<file path="src/rtl/encoder8_3_drain_if.sv">
// Request/index handshake bundle for encoder8_3_drain.
// The slave side is the encoder; the master side is the surrounding logic or bench.
interface encoder8_3_drain_if;
  logic [7:0] req;
  logic       load;
  logic [2:0] out_idx;
  logic       out_valid;
  logic       out_ready;
  logic [7:0] pending;
  logic       drained;

  modport slave (
    input  req, load, out_ready,
    output out_idx, out_valid, pending, drained
  );

  modport master (
    output req, load, out_ready,
    input  out_idx, out_valid, pending, drained
  );
endinterface

</file>
<file path="src/rtl/encoder8_3_drain.sv">
// Sequential 8-to-3 encoder: accumulates request bits and drains them one
// binary index per accepted transfer over a valid/ready handshake.
module encoder8_3_drain #(
  parameter bit LSB_FIRST = 1'b1
) (
  input  logic               clk,
  input  logic               rst,
  encoder8_3_drain_if.slave  bus
);

  typedef enum logic {IDLE = 1'b0, PRESENT = 1'b1} state_e;

  state_e     state_q, state_d;
  logic [7:0] pending_q, pending_d;
  logic [2:0] idx_q, idx_d;
  logic       drained_q, drained_d;

  logic       fire;
  logic       advance;
  logic [7:0] clr;
  logic [7:0] rem;
  logic [7:0] load_vec;
  logic [2:0] pe_idx;

  assign fire     = (state_q == PRESENT) & bus.out_ready;
  assign clr      = fire ? (8'h01 << idx_q) : 8'h00;
  assign rem      = pending_q & ~clr;
  assign load_vec = bus.load ? bus.req : 8'h00;
  // The output register may only move when nothing is presented or it is being taken.
  assign advance  = (state_q == IDLE) | fire;

  // Priority encode over rem only, so bits loaded this edge wait a cycle.
  always_comb begin
    pe_idx = 3'd0;
    if (LSB_FIRST) begin
      for (int i = 7; i >= 0; i--)
        if (rem[i]) pe_idx = 3'(i);
    end else begin
      for (int i = 0; i < 8; i++)
        if (rem[i]) pe_idx = 3'(i);
    end
  end

  always_comb begin
    pending_d = rem | load_vec;
    state_d   = state_q;
    idx_d     = idx_q;
    if (advance) begin
      state_d = (rem != 8'h00) ? PRESENT : IDLE;
      if (rem != 8'h00) idx_d = pe_idx;
    end
    drained_d = fire & (rem == 8'h00) & ~(bus.load & (|bus.req));
  end

  always_ff @(posedge clk) begin
    if (rst) begin
      state_q   <= IDLE;
      pending_q <= 8'h00;
      idx_q     <= 3'd0;
      drained_q <= 1'b0;
    end else begin
      state_q   <= state_d;
      pending_q <= pending_d;
      idx_q     <= idx_d;
      drained_q <= drained_d;
    end
  end

  assign bus.out_valid = (state_q == PRESENT);
  assign bus.out_idx   = idx_q;
  assign bus.pending   = pending_q;
  assign bus.drained   = drained_q;

endmodule

</file>
<file path="src/flat_wrapper.sv">
// flat-port wrapper written by rule: the top's interface ports become plain ports
module encoder8_3_drain_flat 
#(
  parameter bit LSB_FIRST = 1'b1
)
  (clk, rst, bus_req, bus_load, bus_out_ready, bus_out_idx, bus_out_valid, bus_pending, bus_drained);
  encoder8_3_drain_if bus_i ();
  input  logic clk;
  input  logic rst;
  input wire logic [$bits(bus_i.req)-1:0] bus_req;
  input wire logic [$bits(bus_i.load)-1:0] bus_load;
  input wire logic [$bits(bus_i.out_ready)-1:0] bus_out_ready;
  output wire logic [$bits(bus_i.out_idx)-1:0] bus_out_idx;
  output wire logic [$bits(bus_i.out_valid)-1:0] bus_out_valid;
  output wire logic [$bits(bus_i.pending)-1:0] bus_pending;
  output wire logic [$bits(bus_i.drained)-1:0] bus_drained;
  assign bus_i.req = bus_req;
  assign bus_i.load = bus_load;
  assign bus_i.out_ready = bus_out_ready;
  assign bus_out_idx = bus_i.out_idx;
  assign bus_out_valid = bus_i.out_valid;
  assign bus_pending = bus_i.pending;
  assign bus_drained = bus_i.drained;
  encoder8_3_drain #(.LSB_FIRST(LSB_FIRST)) u_core (.clk(clk), .rst(rst), .bus(bus_i));
endmodule
</file>
<file path="config.mk">
export PLATFORM = sky130hd
export DESIGN_NAME = encoder8_3_drain_flat
export DESIGN_NICKNAME = d
export VERILOG_FILES = /design/src/rtl/encoder8_3_drain_if.sv /design/src/rtl/encoder8_3_drain.sv /design/src/flat_wrapper.sv
export SDC_FILE = /design/constraint.sdc
export NUM_CORES = 1
export LEC_CHECK = 0
export ABC_CLOCK_PERIOD_IN_PS = 2700
export CAP_MARGIN = 0
export CELL_PAD_IN_SITES_DETAIL_PLACEMENT = 1
export CELL_PAD_IN_SITES_GLOBAL_PLACEMENT = 2
export CORE_MARGIN = 2
export CORE_UTILIZATION = 26
export CTS_CLUSTER_SIZE = 40
export DETAILED_ROUTE_END_ITERATION = 8
export GPL_TIMING_DRIVEN = 0
export PLACE_DENSITY = 0.93
export RECOVER_POWER = 100
export SYNTH_ARGS = -nofsm -noshare
export SYNTH_HDL_FRONTEND = slang
export SYNTH_SLANG_ARGS = --single-unit
</file>
<file path="constraint.sdc">
create_clock -name clk -period 2.7 [get_ports clk]
set_input_delay 0.405 -clock clk [delete_from_list [all_inputs] [get_ports clk]]
set_output_delay 0.405 -clock clk [all_outputs]
set_load 0.05 [all_outputs]
</file>
# Word level (Yosys, flattened, before mapping)
# Cells that the tools add are included.
dict set report totals {
  output_inout_bits 13
  memories 0
  latchBits 0
  ramBits 0
  wordCells 30
  inputBits 12
  romBits 0
  register_bits 13
}
dict set report op_classes {
  muxes 11
  n_eq_ne 0
  reduce_logical 4
  n_addsub 0
  n_lt_le_gt_ge 0
  div 0
  n_mul 0
  n_bitwise 10
  shifts 1
}
# operator n
set op_table {}
lappend op_table {{$mux W3} 8}
lappend op_table {{$mux W8} 2}
lappend op_table {{$and A8 B8 Y8} 1}
lappend op_table {{$logic_not A8 Y1} 1}
lappend op_table {{$not A8 Y8} 1}
lappend op_table {{$or A8 B8 Y8} 1}
lappend op_table {{$reduce_bool A8 Y1} 1}
lappend op_table {{$reduce_or A8 Y1} 1}
lappend op_table {{$shl A1 B3 Y8 const A} 1}
lappend op_table {{$and A1 B1 Y1} 4}
lappend op_table {{$not A1 Y1} 2}
lappend op_table {{$reduce_and A2 Y1} 1}
lappend op_table {{$mux W1} 1}
lappend op_table {{$or A1 B1 Y1} 1}

# Depth between registers and ports, before layout
dict set report depth {
  depth_word 12
  mapped_depth 5
}

# Least setup slack after synthesis
# Ideal clock, no wire load.
dict set report synth_timing {
  path_type {reg2reg}
  startpoint {register u_core.idx_q[1] (netlist: u_core.bus.out_idx[1])}
  endpoint {register u_core.idx_q[1] (netlist: u_core.bus.out_idx[1])}
  setup_ps 72
  stages_incl_launch_ff 6
  slack_ps 822
  path_buffers 0
  arrival_time_ps 1807
  period_less_slack_ps 1878
  path_cell_list {dfxtp_1 -> nand4_1 -> o21ai_1 -> nand4b_2 -> o21ai_2 -> mux2i_1}
}
dict set report synth_via {
  elab_chain_len 12
  word_cells_on_any_way 14
  cone_classes {shift (1); mux (9); bitwise (2); reduce/logical (2)}
}
# element line_no
set synth_lines {}
lappend synth_lines {{from (decl)} encoder8_3_drain.sv:15} ;# logic [2:0] idx_q, idx_d;
lappend synth_lines {{from (signal assigned)} encoder8_3_drain.sv:64} ;# idx_q <= idx_d;
lappend synth_lines {{$shl A1 B3 Y8 *} encoder8_3_drain.sv:26} ;# assign clr = fire ? (8'h01 << idx_q) : 8'h00;
lappend synth_lines {{$mux W8 *} encoder8_3_drain.sv:26}
lappend synth_lines {{$not A8 Y8 *} encoder8_3_drain.sv:27} ;# assign rem = pending_q & ~clr;
lappend synth_lines {{$and A8 B8 Y8 *} encoder8_3_drain.sv:27}
lappend synth_lines {{$mux W3 (8 in a row)} encoder8_3_drain.sv:37} ;# if (rem[i]) pe_idx = 3'(i);
# Mark *: on every way between the ends. The rest lies on a longest branch, timed or not.
# A chain may end at the register's enable or synchronous reset.

# Worst setup path after layout
dict set report layout_timing {
  startpoint {input bus_out_ready}
  endpoint {register u_core.idx_q[1] (netlist: u_core.bus.out_idx[1])}
}
dict set report layout_via {
  elab_chain_len 12
  word_cells_on_any_way 15
  cone_classes {mux (9); bitwise (4); reduce/logical (2)}
}
# element line_no
set layout_lines {}
lappend layout_lines {{from (decl)} flat_wrapper.sv:12} ;# input wire logic [$bits(bus_i.out_ready)-1:0] bus_out_ready;
lappend layout_lines {{$and A1 B1 Y1 *} encoder8_3_drain.sv:25} ;# assign fire = (state_q == PRESENT) & bus.out_ready;
lappend layout_lines {{$mux W8} encoder8_3_drain.sv:26}
lappend layout_lines {{$not A8 Y8} encoder8_3_drain.sv:27}
lappend layout_lines {{$and A8 B8 Y8} encoder8_3_drain.sv:27}
lappend layout_lines {{$mux W3 (8 in a row)} encoder8_3_drain.sv:37}
# Marks and branches as above.

==> impl_metrics.yaml <==
finish:
  area_growth_pct: 43.75
  num-fill-cells: 299
  final_cells: 130
  drive_above_1_share: 0.1000
  diodes: 0
  nets: 113
synth:
  synth_area_per_cell_um2: 9.050
  synth_top_area_share: 0.3939
  synth_seq_cells: 13
  synth_top_cell_by_area: "dfxtp_1"
  synthCells: 73
  ys_warn_count: 0
  syn-cell-area_um2: 660.6
  ys_types: 28
  syn-num-nets: 85
  yosys_most_used_dff: "dfxtp_1"
  synth_edf_count: 0
  yosys-top-cells-count: "dfxtp_1, nand2_1, a21oi_1"
  yosysMostFrequentCell: "dfxtp_1"
  async_flop_share: 0
  yosysSeqAreaShare: 0.3939
  synthTopCellsByArea: "dfxtp_1, a21oi_1, nand2_1"
detailed_routing:
  drt-initial-drc-count: 5
  antenna_left: 0
  wl_per_cell_um: 14.91
  drtPass1Iterations: 4
  drc: 0
  vias: 671
  postRouteWirelength_mm: 1.938
  viasPerCell: 5.162
sta:
  fmax_mhz: 448.7
  fin_crit_sh: 0.8254
  max-slew-margin-rel: 0.6001
  hold-worst-slack_ns: 0.5280
  fin_skew_ns: 0.001003
  slew_viol_final: 0
  setup_viol: 0
  setup_ws_ns: 0.4716
  hold_viol: 0
  rsz0062_at_grt: "no"
  totalNegativeSetupSlack_ns: 0
  finalCriticalPeriod_ns: 2.228
  tightest_slew_ns: 0.5948
critical_path:
  cp-end-kind: "register"
  path_max_fanout: 5
  cp_data_required_time_ns: 2.92
  slowest_delay_ns: 0.67
  cp-start-kind: "input port"
  worst-path-buf-inv: 1
  criticalPathCategory: "in -> reg"
  crit_family: "compound AO/OA/AOI/OAI gates"
  crit_arrival_ns: 2.44
  slowest_stage: "dlygate4sd3_1"
  crit_path_cell_trace: "dlygate4sd3_1 -> nand3b_4 -> o31ai_1 -> nand4_2 -> o21ai_2 -> mux2i_1"
cts:
  h-tree-depth: 1
  cts_sinks: 13
  numCtsBuffers: 3
  cts_setup_buffers: 0
  insertion_delay_ns: 0.29
  root_buffer: "clkbuf_4"
  cts_resized: 0
  cts_tree: "built"
  clockBufferDepth: 2
  hold_buffers: 0
  clkTransAtPathRegs_ns: 0.08
place:
  port-buffer-count: 23
  place.gp.congestion: 0.8516
  placed_cells: 126
  dp_slack_ns: 0.3961
  dp_hpwl_mm: 1.529
global_route:
  antenna_found_initial: 0
  grt_use_total: 0.1552
  gr-total-overflow: 0
  grt_max_degree: 11
  grt_pass1_vias: 647
  grt_pass1_wl_mm: 3.153
floorplan:
  rows: 18
  ios: 25
  die_area_um2: 2960
  start_util: 0.2716
  die-width_um: 54.41
  core_area_um2: 2432
  die_h_um: 54.41
power:
  p_leak_uw: 0.0003609
  power_uw: 526.3
  ir_drop_mv: 0.2242
  p_per_area_nw_per_um2: 554.2
flow_run:
  maxCapViolCount: 0
worst_hold_path:
  hp-class: "reg -> reg"
run_status:
  status: "complete, no violations"
[per-stage QoR]
step	utilization	area (um2)
final	0.3904	949.7
after global routing	0.3904	949.7
after CTS	0.3925	954.7
after detailed placement	0.3817	928.4
after global placement	0.3817	928.4
after floorplan	-	660.6
[where the power goes]
group,leakage (uW),total (uW),switching (uW),internal (uW)
Clock,0.0000150,124,66.9,57.6
Sequential,0.000108,229,21.0,208
Combinational,0.000238,173,111,62.5
[registers in the layout (all words and copies together), names as in the netlist]
register and count:
u_core.bus.pending 8, u_core.bus.out_idx 3, u_core.bus.drained 1, u_core.bus.out_valid 1
[layout by cell type, fill, tap and decap left out, drive strengths merged]
master and n:
or2b 1, a311oi 1, dlygate4sd3 14, a21oi 10, clkdlybuf4s50 9, mux2i 2
o2111ai 1, o31ai 2, nand4 2, nand3b 3, inv 2, dfxtp 13
nand2b 2, a211oi 2, nand4b 1, nor2 2, o21a 3, o21ai 7
nand2 11, clkbuf 6, o211ai 1, a2111oi 1, nor4 2, nand3 2
[final timing paths]
kind,startpoint,to,slack (ns),cells past startpoint
worst min-delay path,u_core.bus.pending[1],u_core.bus.pending[1],0.53,2
worst min register to register,u_core.bus.pending[1],u_core.bus.pending[1],0.53,2
worst max register to register,u_core.bus.out_valid,u_core.bus.out_idx[1],0.80,5
worst max-delay path,bus_out_ready,u_core.bus.out_idx[1],0.47,6
[worst min-delay path: stages (launching register included)]
cell     delay, ns
dfxtp_1       0.34
o31ai_4       0.08
a21oi_1       0.06
[final cells by class]
class | count | area, um2 | share of cell area
buffer | 2 | 7.507 | 0.007905
sequential | 13 | 260.3 | 0.2740
inverter | 2 | 7.507 | 0.007905
multi-input combinational | 56 | 380.4 | 0.4005
tap | 30 | 37.54 | 0.03953
timing repair buffer | 23 | 230.2 | 0.2424
clock buffer | 4 | 26.28 | 0.02767
[per-layer routing]
metal | GRT usage | part of all wire
met2 | 0.2470 | 0.47
met1 | 0.1895 | 0.45
met5 | 0 | 0
met4 | 0.1000 | 0.031
met3 | 0.03005 | 0.050
[logic make-up after synthesis]
kind of cell / count (synthesis) / share of synthesized area
AOI/OAI and AO/OA: 28 / 0.3030
and+or+nand+nor: 26 / 0.2500
DFF: 13 / 0.3939
buffers and inverters: 4 / 0.02274
muxes: 2 / 0.03030
(Power assumes the default switching activity.)
